`config.mk`:
```
export PLATFORM = sky130hd
export DESIGN_NAME = sfx_sequencer
export DESIGN_NICKNAME = d
export VERILOG_FILES = /design/src/rtl/sfx_sequencer.sv
export SDC_FILE = /design/constraint.sdc
export NUM_CORES = 1
export LEC_CHECK = 0
export BUFFER_PORTS_ARGS = -buffer_cell sky130_fd_sc_hd__buf_2
export CAP_MARGIN = 10
export CORE_ASPECT_RATIO = 1.4
export CORE_MARGIN = 2
export CORE_UTILIZATION = 55
export CTS_CLUSTER_DIAMETER = 100
export CTS_CLUSTER_SIZE = 8
export DETAILED_ROUTE_END_ITERATION = 6
export PLACE_DENSITY_LB_ADDON = 0.12
export SLEW_MARGIN = 20
export SYNTH_ARGS = -nofsm -noshare
export SYNTH_HDL_FRONTEND = slang
export SYNTH_SLANG_ARGS = --single-unit
```
`constraint.sdc`:
```
create_clock -name clk -period 2.2 [get_ports clk]
set_input_delay 0.44 -clock clk [delete_from_list [all_inputs] [get_ports clk]]
set_output_delay 0.44 -clock clk [all_outputs]
set_load 0.02 [all_outputs]
```
`src/rtl/sfx_sequencer.sv`:
```
`default_nettype none
// ============================================================================
// Module      : sfx_sequencer
// Description : Event-driven square-wave sound-effect player with fixed
//               priority (game over > milestone > jump) and pre-emption.
// Revision    : 1.0 - initial release
// ============================================================================
module sfx_sequencer #(
    parameter int NOTE_LEN = 1573438,
    parameter int HP0      = 57216,
    parameter int HP1      = 28608,
    parameter int HP2      = 19072,
    parameter int HP3      = 14304
) (
    input  logic       clk,
    input  logic       rst,
    input  logic       i_jump_pulse,
    input  logic       i_milestone_pulse,
    input  logic       i_game_over_pulse,
    input  logic       i_mute,
    output logic       o_sound,
    output logic       o_busy,
    output logic [1:0] o_sfx_id
);

    localparam int c_HP_MAX_01 = (HP0 > HP1) ? HP0 : HP1;
    localparam int c_HP_MAX_23 = (HP2 > HP3) ? HP2 : HP3;
    localparam int c_HP_MAX    = (c_HP_MAX_01 > c_HP_MAX_23) ? c_HP_MAX_01 : c_HP_MAX_23;
    localparam int c_TW        = $clog2(c_HP_MAX);
    localparam int c_NW        = $clog2(NOTE_LEN);

    localparam logic [c_TW-1:0] c_HP0_M1   = c_TW'(HP0 - 1);
    localparam logic [c_TW-1:0] c_HP1_M1   = c_TW'(HP1 - 1);
    localparam logic [c_TW-1:0] c_HP2_M1   = c_TW'(HP2 - 1);
    localparam logic [c_TW-1:0] c_HP3_M1   = c_TW'(HP3 - 1);
    localparam logic [c_NW-1:0] c_NOTE_M1  = c_NW'(NOTE_LEN - 1);
    localparam logic [c_TW-1:0] c_TONE_ONE = c_TW'(1);
    localparam logic [c_NW-1:0] c_NOTE_ONE = c_NW'(1);

    typedef enum logic [0:0] {
        S_IDLE = 1'b0,
        S_PLAY = 1'b1
    } state_t;

    state_t          r_state, w_state_nxt;
    logic [1:0]      r_sfx, w_sfx_nxt;
    logic [1:0]      r_step, w_step_nxt;
    logic [c_TW-1:0] r_tone_cnt, w_tone_nxt;
    logic [c_NW-1:0] r_note_cnt, w_note_nxt;
    logic            r_square, w_square_nxt;

    logic [1:0]      w_req_id;
    logic [1:0]      w_note_idx;
    logic [1:0]      w_last_step;
    logic [c_TW-1:0] w_hp_m1;

    assign w_req_id = i_game_over_pulse ? 2'd3 :
                      i_milestone_pulse ? 2'd2 :
                      i_jump_pulse      ? 2'd1 : 2'd0;

    // Per-effect note tables: jump 1,3 / milestone 3,2,3 / game over 2,1,0,0
    always_comb begin
        w_note_idx  = 2'd0;
        w_last_step = 2'd0;
        case (r_sfx)
            2'd1: begin
                w_last_step = 2'd1;
                w_note_idx  = (r_step == 2'd0) ? 2'd1 : 2'd3;
            end
            2'd2: begin
                w_last_step = 2'd2;
                w_note_idx  = (r_step == 2'd1) ? 2'd2 : 2'd3;
            end
            2'd3: begin
                w_last_step = 2'd3;
                case (r_step)
                    2'd0:    w_note_idx = 2'd2;
                    2'd1:    w_note_idx = 2'd1;
                    default: w_note_idx = 2'd0;
                endcase
            end
            default: begin
                w_last_step = 2'd0;
                w_note_idx  = 2'd0;
            end
        endcase
    end

    always_comb begin
        case (w_note_idx)
            2'd0:    w_hp_m1 = c_HP0_M1;
            2'd1:    w_hp_m1 = c_HP1_M1;
            2'd2:    w_hp_m1 = c_HP2_M1;
            default: w_hp_m1 = c_HP3_M1;
        endcase
    end

    always_comb begin
        w_state_nxt  = r_state;
        w_sfx_nxt    = r_sfx;
        w_step_nxt   = r_step;
        w_tone_nxt   = r_tone_cnt;
        w_note_nxt   = r_note_cnt;
        w_square_nxt = r_square;
        case (r_state)
            S_IDLE: begin
                if (w_req_id != 2'd0) begin
                    w_state_nxt  = S_PLAY;
                    w_sfx_nxt    = w_req_id;
                    w_step_nxt   = 2'd0;
                    w_tone_nxt   = '0;
                    w_note_nxt   = '0;
                    w_square_nxt = 1'b0;
                end
            end
            S_PLAY: begin
                // A strictly higher-priority event wins even on the last cycle
                if (w_req_id > r_sfx) begin
                    w_sfx_nxt    = w_req_id;
                    w_step_nxt   = 2'd0;
                    w_tone_nxt   = '0;
                    w_note_nxt   = '0;
                    w_square_nxt = 1'b0;
                end else if (r_note_cnt == c_NOTE_M1) begin
                    w_note_nxt   = '0;
                    w_tone_nxt   = '0;
                    w_square_nxt = 1'b0;
                    if (r_step == w_last_step) begin
                        w_state_nxt = S_IDLE;
                        w_sfx_nxt   = 2'd0;
                        w_step_nxt  = 2'd0;
                    end else begin
                        w_step_nxt = r_step + 2'd1;
                    end
                end else begin
                    w_note_nxt = r_note_cnt + c_NOTE_ONE;
                    if (r_tone_cnt == w_hp_m1) begin
                        w_tone_nxt   = '0;
                        w_square_nxt = ~r_square;
                    end else begin
                        w_tone_nxt = r_tone_cnt + c_TONE_ONE;
                    end
                end
            end
            default: begin
                w_state_nxt = S_IDLE;
            end
        endcase
    end

    always_ff @(posedge clk or posedge rst) begin
        if (rst) begin
            r_state    <= S_IDLE;
            r_sfx      <= 2'd0;
            r_step     <= 2'd0;
            r_tone_cnt <= '0;
            r_note_cnt <= '0;
            r_square   <= 1'b0;
        end else begin
            r_state    <= w_state_nxt;
            r_sfx      <= w_sfx_nxt;
            r_step     <= w_step_nxt;
            r_tone_cnt <= w_tone_nxt;
            r_note_cnt <= w_note_nxt;
            r_square   <= w_square_nxt;
        end
    end

    assign o_sound  = r_square & ~i_mute;
    assign o_busy   = (r_state == S_PLAY);
    assign o_sfx_id = r_sfx;

endmodule
`default_nettype wire
```
; Word level (Yosys, flattened, before mapping)
; Cells that the tools add are included.
[totals]
ff_bits = 43
inputBits = 6
out_inout_bits = 4
word_cells = 71
[op_classes]
n_addsub = 3
n_lt_le_gt_ge = 1
n_eq_ne = 13
n_mux = 38
bitwise = 4
reduce_logical = 6
[op_table]
columns = op, n
row1 = $mux W16, 4
row2 = $mux W21, 3
row3 = $pmux W16 S3, 1
row4 = $pmux W21 S2, 1
row5 = $pmux W16 S2, 1
row6 = $mux W2, 11
row7 = $add A21 B1 Y21 const B, 1
row8 = $eq A21 B21 Y1 const B, 1
row9 = $add A16 B1 Y16 const B, 1
row10 = $eq A16 B16 Y1, 1
row11 = $pmux W2 S2, 3
row12 = $pmux W2 S3, 2
row13 = $mux W1, 10
row14 = $eq A2 B1 Y1 const B, 3
row15 = $eq A2 B2 Y1 const B, 3
row16 = $ne A3 B1 Y1 const B, 2
row17 = $logic_not A2 Y1, 2
row18 = $ne A4 B1 Y1 const B, 1
row19 = $pmux W1 S2, 2
row20 = $reduce_and A2 Y1, 2
row21 = $not A1 Y1, 3
row22 = $reduce_and A3 Y1, 1
row23 = $add A2 B1 Y2 const B, 1
row24 = $eq A2 B2 Y1, 1
row25 = 4 further kinds, 4

; Longest topological paths before layout
; Gate-level depths: netlist of run 1.
[logic_depth]
ltp_word = 10
mapped_depth = 12
mapped_depth_nobuf = 12

; Worst setup path after synthesis of run 1
; Ideal clock, no wire load.
[synth_path]
path_kind = flip-flop to flip-flop
from = register r_step[0]
to = register r_tone_cnt[8]
setup_time_ns = 0.118
t_arrival_ns = 2.289
required_ns = 2.082
path_slack_ns = -0.207
stages_incl_launch_ff = 13
n_path_buf = 0
synth_period_minus_slack_ns = 2.407
path_cell_list = dfrtp_1 inv_1 ha_1 nand2b_1 xnor2_1 inv_1 ha_1 or4b_1 o31ai_1 and4_4 a21oi_2 a21o_1 a21o_1
[synth_via]
elab_chain_cells = 10
word_cells_on_any_way = 15
cone_classes = 4 x eq/ne / 9 x mux / 2 x reduce/logical
[synth_lines]
columns = element, line
row1 = "start, declared", 47  ; logic [1:0] r_step, w_step_nxt;
row2 = "start signal, assigned", 162  ; r_step <= w_step_nxt;
row3 = $eq A2 B1 Y1 or $logic_not A2 Y1 (tied branches), "72, 76, 68"
row4 = "$pmux W2 S2, or another cell as far along", 76  ; case (r_step)
row5 = $pmux W2 S3 *, 65  ; case (r_sfx)
row6 = "$eq A2 B2 Y1, or another cell as far along", 90  ; case (w_note_idx)
row7 = $pmux W16 S3 *, 90
row8 = $eq A16 B16 Y1 *, 137  ; if (r_tone_cnt == w_hp_m1) begin
row9 = $mux W16 *, 137
row10 = $mux W16 *, 124  ; end else if (r_note_cnt == c_NOTE_M1) begin
row11 = $mux W16 *, 118  ; if (w_req_id > r_sfx) begin
row12 = $pmux W16 S2 *, 105  ; case (r_state)
row13 = "end signal, assigned", 163  ; r_tone_cnt <= w_tone_nxt;
row14 = "end, declared", 48  ; logic [c_TW-1:0] r_tone_cnt, w_tone_nxt;
; Every way passes the cells marked *; elsewhere a longest branch is shown, timed or not.
; A chain may end at the register's enable or synchronous reset.

; Final worst setup path of run 1
; Ends and elaborated chain as after synthesis.

==> results of run 1 <==
==> cell usage in the layout, fill, tap and decap left out, types with 4 or more instances in the layout <==
cell type	netlist	layout
dfrtp_1	43	43
nand2_1	41	41
buf_4	0	34
nand3_1	17	17
o21ai_0	25	14
xor2_1	13	13
nor2_1	14	12
buf_2	2	9
o21ai_2	0	8
and3_1	8	8
xnor2_1	9	8
ha_1	11	8
o21ai_1	4	7
nor3_1	8	7
nor2b_1	7	6
inv_1	11	6
clkbuf_8	0	6
nor4_1	5	5
o31ai_1	6	5
a21oi_1	7	5
nand4_1	4	4
nand2b_1	5	4
==> sequential cells by signal, summed over array words and instances, names as in the netlist <==
name,flops
o_busy,1
o_sfx_id,2
r_note_cnt,21
r_square,1
r_step,2
r_tone_cnt,16
==> power breakdown <==
part           leakage (nW)  switching, W  internal [W]
clock                0.0470      0.000269      0.000247
combinational         0.798       0.00110       0.00116
sequential            0.580      0.000109      0.000880
==> repair_timing <==
item / in CTS / in global routing
cloned: 1 / 0
hold buffers: 0 / 0
endpoints found under the hold margin: 0 / 0
pin swaps: 14 / 10
endpoints found under the setup margin: 16 / 23
gates resized for setup: 12 / 31
buffers inserted: 1 / 9
==> layer usage <==
layer	up-vias	track usage	wire, um
li1	1089	-	-
met1	1050	0.288	2550
met2	24	0.390	3150
met3	13	0.0401	97
met4	0	0.0909	131
met5	-	0	0
==> cell families (layout without fill, tap and decap cells) <==
logic type,count (synthesis),count (layout),share of synthesized area
flip-flops,43,43,0.421
AND/OR/NAND/NOR,127,127,0.260
multiplexers,2,2,0.00833
AO/OA/AOI/OAI,56,57,0.138
adder cells (fa/ha/maj),11,11,0.0539
buffers and inverters,19,65,0.0377
XOR/XNOR,23,23,0.0818
==> through the flow <==
step	utilization	setup TNS, ps	std cells	power, W	setup slack, ps
2_1_floorplan	-	-2240	281	0.00209	-197
3_3_place_gp	0.638	-4840	372	0.00256	-283
3_5_place_dp	0.638	-6520	372	0.00259	-403
4_1_cts	0.673	-3950	381	0.00330	-324
5_1_grt	0.709	-6260	390	0.00400	-425
6_report	0.709	-4510	390	0.00377	-344
==> worst reg2reg max path: cells and delay by family (launching register included) <==
kind,cells,cell delay [ps]
AOI/OAI and AO/OA,3,410
xor gates and xnor gates,2,330
adders and majority gates,2,570
buffers and inverters,1,90
DFF,1,430
and+or+nand+nor,3,620
==> final cells by class <==
cell class	count	area, sq um	area share
clock buffers	6	82.6	0.0259
clock inverters	1	5.00	0.00157
inverters	11	43.8	0.0137
multi-input cells	220	1560	0.488
flip-flops and latches	43	1080	0.337
well taps	62	77.6	0.0243
repair buffers	47	349	0.109
==> final timing paths <==
path	cells past startpoint	start	slack (ps)	end
min in group clk	1	r_square	480	r_square
min reg2reg	1	r_square	480	r_square
max reg2reg	11	r_step[0]	-340	r_tone_cnt[8]
min	2	rst	150	r_square
max	11	r_step[0]	-340	r_tone_cnt[8]
max in group asynchronous	3	rst	1470	r_tone_cnt[3]
==> impl_metrics.json, run 1 <==
{
  "finalHoldViolCount": 0,
  "antenna_found_initial": 0,
  "first_pass_iters": 4,
  "ant_nets": 0,
  "worst-path-buf-inv": 1,
  "grt_pass1_vias": 2058,
  "drive_gt1_frac": 0.299,
  "status": "finished, violations left",
  "gr-total-overflow": 0,
  "synth_edf_count": 0,
  "setup_viol": 16,
  "synth_area_per_cell_sq_um": 9.09,
  "gp_congestion": 0.846,
  "grt_max_degree": 24,
  "worstPathMaxFanout": 6,
  "synthArstFlopShare": 1.00,
  "ys_ff_latch": 43,
  "cp_cell_sequence": "ha_1 > nor2b_2 > xnor2_2 > inv_2 > ha_1 > xor2_1 > nor3_2 > and4_4 > a21oi_4 > a21o_1 > a21o_1",
  "clk_path_buf_depth": 2,
  "grt_first_pass_wirelength_mm": 9.29,
  "hp-class": "input port to asynchronous set/reset pin",
  "synth_flop_cell": "dfrtp_1",
  "period_share": 1.16,
  "cp.required_ps": 2400,
  "synth_common_cells": "dfrtp_1 (43), nand2_1 (41), o21ai_0 (25), nand3_1 (17), nor2_1 (14)",
  "fin_area_sq_um": 3190,
  "dieHeight_um": 84.6,
  "grtUsageTotal": 0.233,
  "worst_pin_slew_ps": 709,
  "synth.distinct_cells": 45,
  "crit_path_start_kind": "flop",
  "synthTopCellsByArea": "dfrtp_1 (42%), nand2_1 (6.0%), ha_1 (5.4%)",
  "die-width_um": 61.6,
  "vdd_drop_max_v": 0.000555,
  "netlist.area_leader.share": 0.421,
  "max_slew_margin": 0.524,
  "whs_ps": 152,
  "route.detailed.drc": 0,
  "start_util": 0.568,
  "setup_ws_ps": -344,
  "placed_area_sq_um": 2870,
  "p_per_area_nw_per_um2": 1180,
  "cts_buffers": 5,
  "wl_per_cell_um": 15.2,
  "synth_cells": 281,
  "cp.arrival_ps": 2750,
  "nFillCells": 367,
  "rsz0062_at_grt": "true",
  "clkTransAtPathRegs_ps": 90,
  "cp_slowest_stage_delay_ps": 430,
  "skew_ps": 12.0,
  "fmax_mhz": 393,
  "cp_top_family": "simple AND/OR/NAND/NOR gates",
  "maxCapViolations": 0,
  "io_pins": 10,
  "drt_iter0_drc": 66,
  "drt_wl_total_mm": 5.93,
  "violations": "setup timing",
  "syn_to_final_growth_pct": 24.8,
  "dieArea_sq_um": 5210,
  "syn-cell-area_sq_um": 2550,
  "hpwl_mm": 3.89,
  "clock_latency_ps": 300,
  "via_per_inst": 5.58,
  "htreeDepth": 2,
  "synth_top_area_cell": "dfrtp_1",
  "cts-root-buf": "clkbuf_8",
  "crit_path_end_kind": "flop",
  "yosysMostFrequentCell": "dfrtp_1",
  "nets": 345,
  "period_minus_slack_ps": 2540,
  "vias": 2176,
  "slowest_stage": "dfrtp_1",
  "crit_type": "flop to flop",
  "syn-num-nets": 298,
  "clock_sinks": 43,
  "port_buffers": 9,
  "cts_tree": "built",
  "drv_slew": 0,
  "yosysWarnings": 0,
  "core_area_sq_um": 4500,
  "power_leakage_nw": 1.43,
  "ys_seq_area_frac": 0.421,
  "diodes": 0,
  "row_count": 29
}
Power figures use the tool's default switching activity.
==> inputs of run 2 (changes only) <==
--- a/config.mk
+++ b/config.mk
@@ -14,6 +14,7 @@
 export CTS_CLUSTER_SIZE = 8
 export DETAILED_ROUTE_END_ITERATION = 6
 export PLACE_DENSITY_LB_ADDON = 0.12
+export SKIP_CTS_REPAIR_TIMING = 1
 export SLEW_MARGIN = 20
 export SYNTH_ARGS = -nofsm -noshare
 export SYNTH_HDL_FRONTEND = slang
==> impl_metrics.json, run 2 (synthesis results as in run 1) <==
{
  "status": "finished, violations left",
  "violations": "setup timing",
  "register_area_sq_um": 1080,
  "skew_ps": 13.8,
  "crit_path_end_kind": "flop",
  "r2r_cells": 13,
  "hpwl_mm": 3.89,
  "period_minus_slack_ps": 2530,
  "power_leakage_nw": 1.38,
  "wl_per_cell_um": 14.5,
  "drive_gt1_frac": 0.255,
  "slowest_stage": "dfrtp_1",
  "rsz0062_at_grt": "true",
  "crit_path_start_kind": "flop",
  "nets": 339,
  "io_pins": 10,
  "antenna_found_initial": 0,
  "max_slew_margin": 0.540,
  "core_area_sq_um": 4500,
  "p_int_w": 0.00215,
  "clkTransAtPathRegs_ps": 90,
  "worst_pin_slew_ps": 686,
  "gr-total-overflow": 0,
  "first_pass_iters": 4,
  "final_util": 0.688,
  "cp_slowest_stage_delay_ps": 410,
  "cts_buffers": 5,
  "crit_type": "flop to flop",
  "setup_viol": 16,
  "port_buffers": 9,
  "multi_input_area_sq_um": 1510,
  "top_regs": "r_note_cnt: 21 flops, r_tone_cnt: 16 flops",
  "p_sw_w": 0.00136,
  "dieArea_sq_um": 5210,
  "worstPathMaxFanout": 6,
  "clk_path_buf_depth": 2,
  "layout_commonest_cell": "dfrtp_1",
  "cp_top_family": "buffers and inverters",
  "grtUsageTotal": 0.222,
  "period_share": 1.15,
  "layout_common_cells": "dfrtp_1 (43), nand2_1 (41), buf_4 (29)",
  "p_per_area_nw_per_um2": 1130,
  "drv_slew": 0,
  "cp.arrival_ps": 2740,
  "diodes": 0,
  "grt_first_pass_wirelength_mm": 8.92,
  "finalHoldViolCount": 0,
  "top_register": "r_note_cnt",
  "cts-root-buf": "clkbuf_8",
  "worst-path-buf-inv": 4,
  "via_per_inst": 5.59,
  "hp-class": "input port to asynchronous set/reset pin",
  "clockPowerShare": 0.145,
  "pwr-share-comb": 0.573,
  "start_util": 0.568,
  "grt_max_degree": 24,
  "grt_pass1_vias": 1981,
  "nFillCells": 384,
  "drt_wl_total_mm": 5.58,
  "post-place-cells": 372,
  "cp_cell_sequence": "inv_1 > ha_2 > nand2b_4 > xnor2_4 > buf_4 > ha_4 > xor2_1 > nor3_2 > and4_4 > a21o_4 > buf_6 > buf_6 > o31ai_2",
  "fmax_mhz": 396,
  "row_count": 29,
  "setup_ws_ps": -328,
  "syn_to_final_growth_pct": 21.2,
  "vias": 2148,
  "htreeDepth": 2,
  "crit_cells": 13,
  "power_w": 0.00351,
  "cp.required_ps": 2420,
  "pre_cts_ws_ps": -403,
  "drt_iter0_drc": 68,
  "gp_congestion": 0.846,
  "route.detailed.drc": 0,
  "dieHeight_um": 84.6,
  "largest_reg_flops": 21,
  "vdd_drop_max_v": 0.000477,
  "clock_sinks": 43,
  "die-width_um": 61.6,
  "final_cells": 384,
  "switching_share": 0.388,
  "maxCapViolations": 0,
  "seq_power_share": 0.282,
  "clock_latency_ps": 300,
  "cts_tree": "built",
  "ant_nets": 0,
  "crit_top_cell": "buf_6"
}
## run 2: worst reg2reg max path, cell delays in order (launching register included)
cell,delay (ps)
dfrtp_1,410
inv_1,60
ha_2,170
nand2b_4,160
xnor2_4,130
buf_4,150
ha_4,260
xor2_1,200
nor3_2,70
and4_4,200
a21o_4,230
buf_6,140
buf_6,110
o31ai_2,160
## run 2: through the flow
| stage | hold WS (ps) | cell area [sq um] | setup TNS, ps |
|---|---|---|---|
| after global placement | 467 | 2870 | -4840 |
| after CTS | 169 | 2960 | -5150 |
| after detailed placement | 470 | 2870 | -6520 |
| final | 148 | 3100 | -3920 |
| after global routing | 188 | 3100 | -5210 |
| after floorplan | 440 | 2580 | -2240 |
## run 2: power by group through the flow
stage	logic [W]	registers, W	clock network, W
3_5_place_dp	0.00159	0.00100	0
2_1_floorplan	0.00108	0.00101	0
6_report	0.00201	0.000989	0.000508
3_3_place_gp	0.00155	0.00100	0
4_1_cts	0.00160	0.000988	0.000526
5_1_grt	0.00220	0.000999	0.000555
## run 2: final timing paths
path                              start             end  slack, ps
max                           r_step[0]   r_tone_cnt[4]       -330
min                                 rst  r_tone_cnt[12]        150
max reg2reg                   r_step[0]   r_tone_cnt[4]       -330
min reg2reg                    r_square        r_square        510
max in group asynchronous           rst   r_tone_cnt[3]       1480
min in group clk           i_jump_pulse   r_note_cnt[0]        510
## run 2: routing by layer
| layer | part of all wire | global-route usage | vias up |
|---|---|---|---|
| li1 | - | - | 1070 |
| met1 | 0.43 | 0.280 | 1034 |
| met2 | 0.53 | 0.370 | 35 |
| met3 | 0.022 | 0.0370 | 9 |
| met4 | 0.016 | 0.0851 | 0 |
| met5 | 0 | 0 | - |
## run 2: layout make-up
class / instances / area share
multi-input combinational: 219 / 0.486
tap: 62 / 0.0251
clock inverter: 1 / 0.00162
sequential: 43 / 0.347
timing repair buffer: 42 / 0.0994
clock buffer: 6 / 0.0267
inverter: 11 / 0.0133
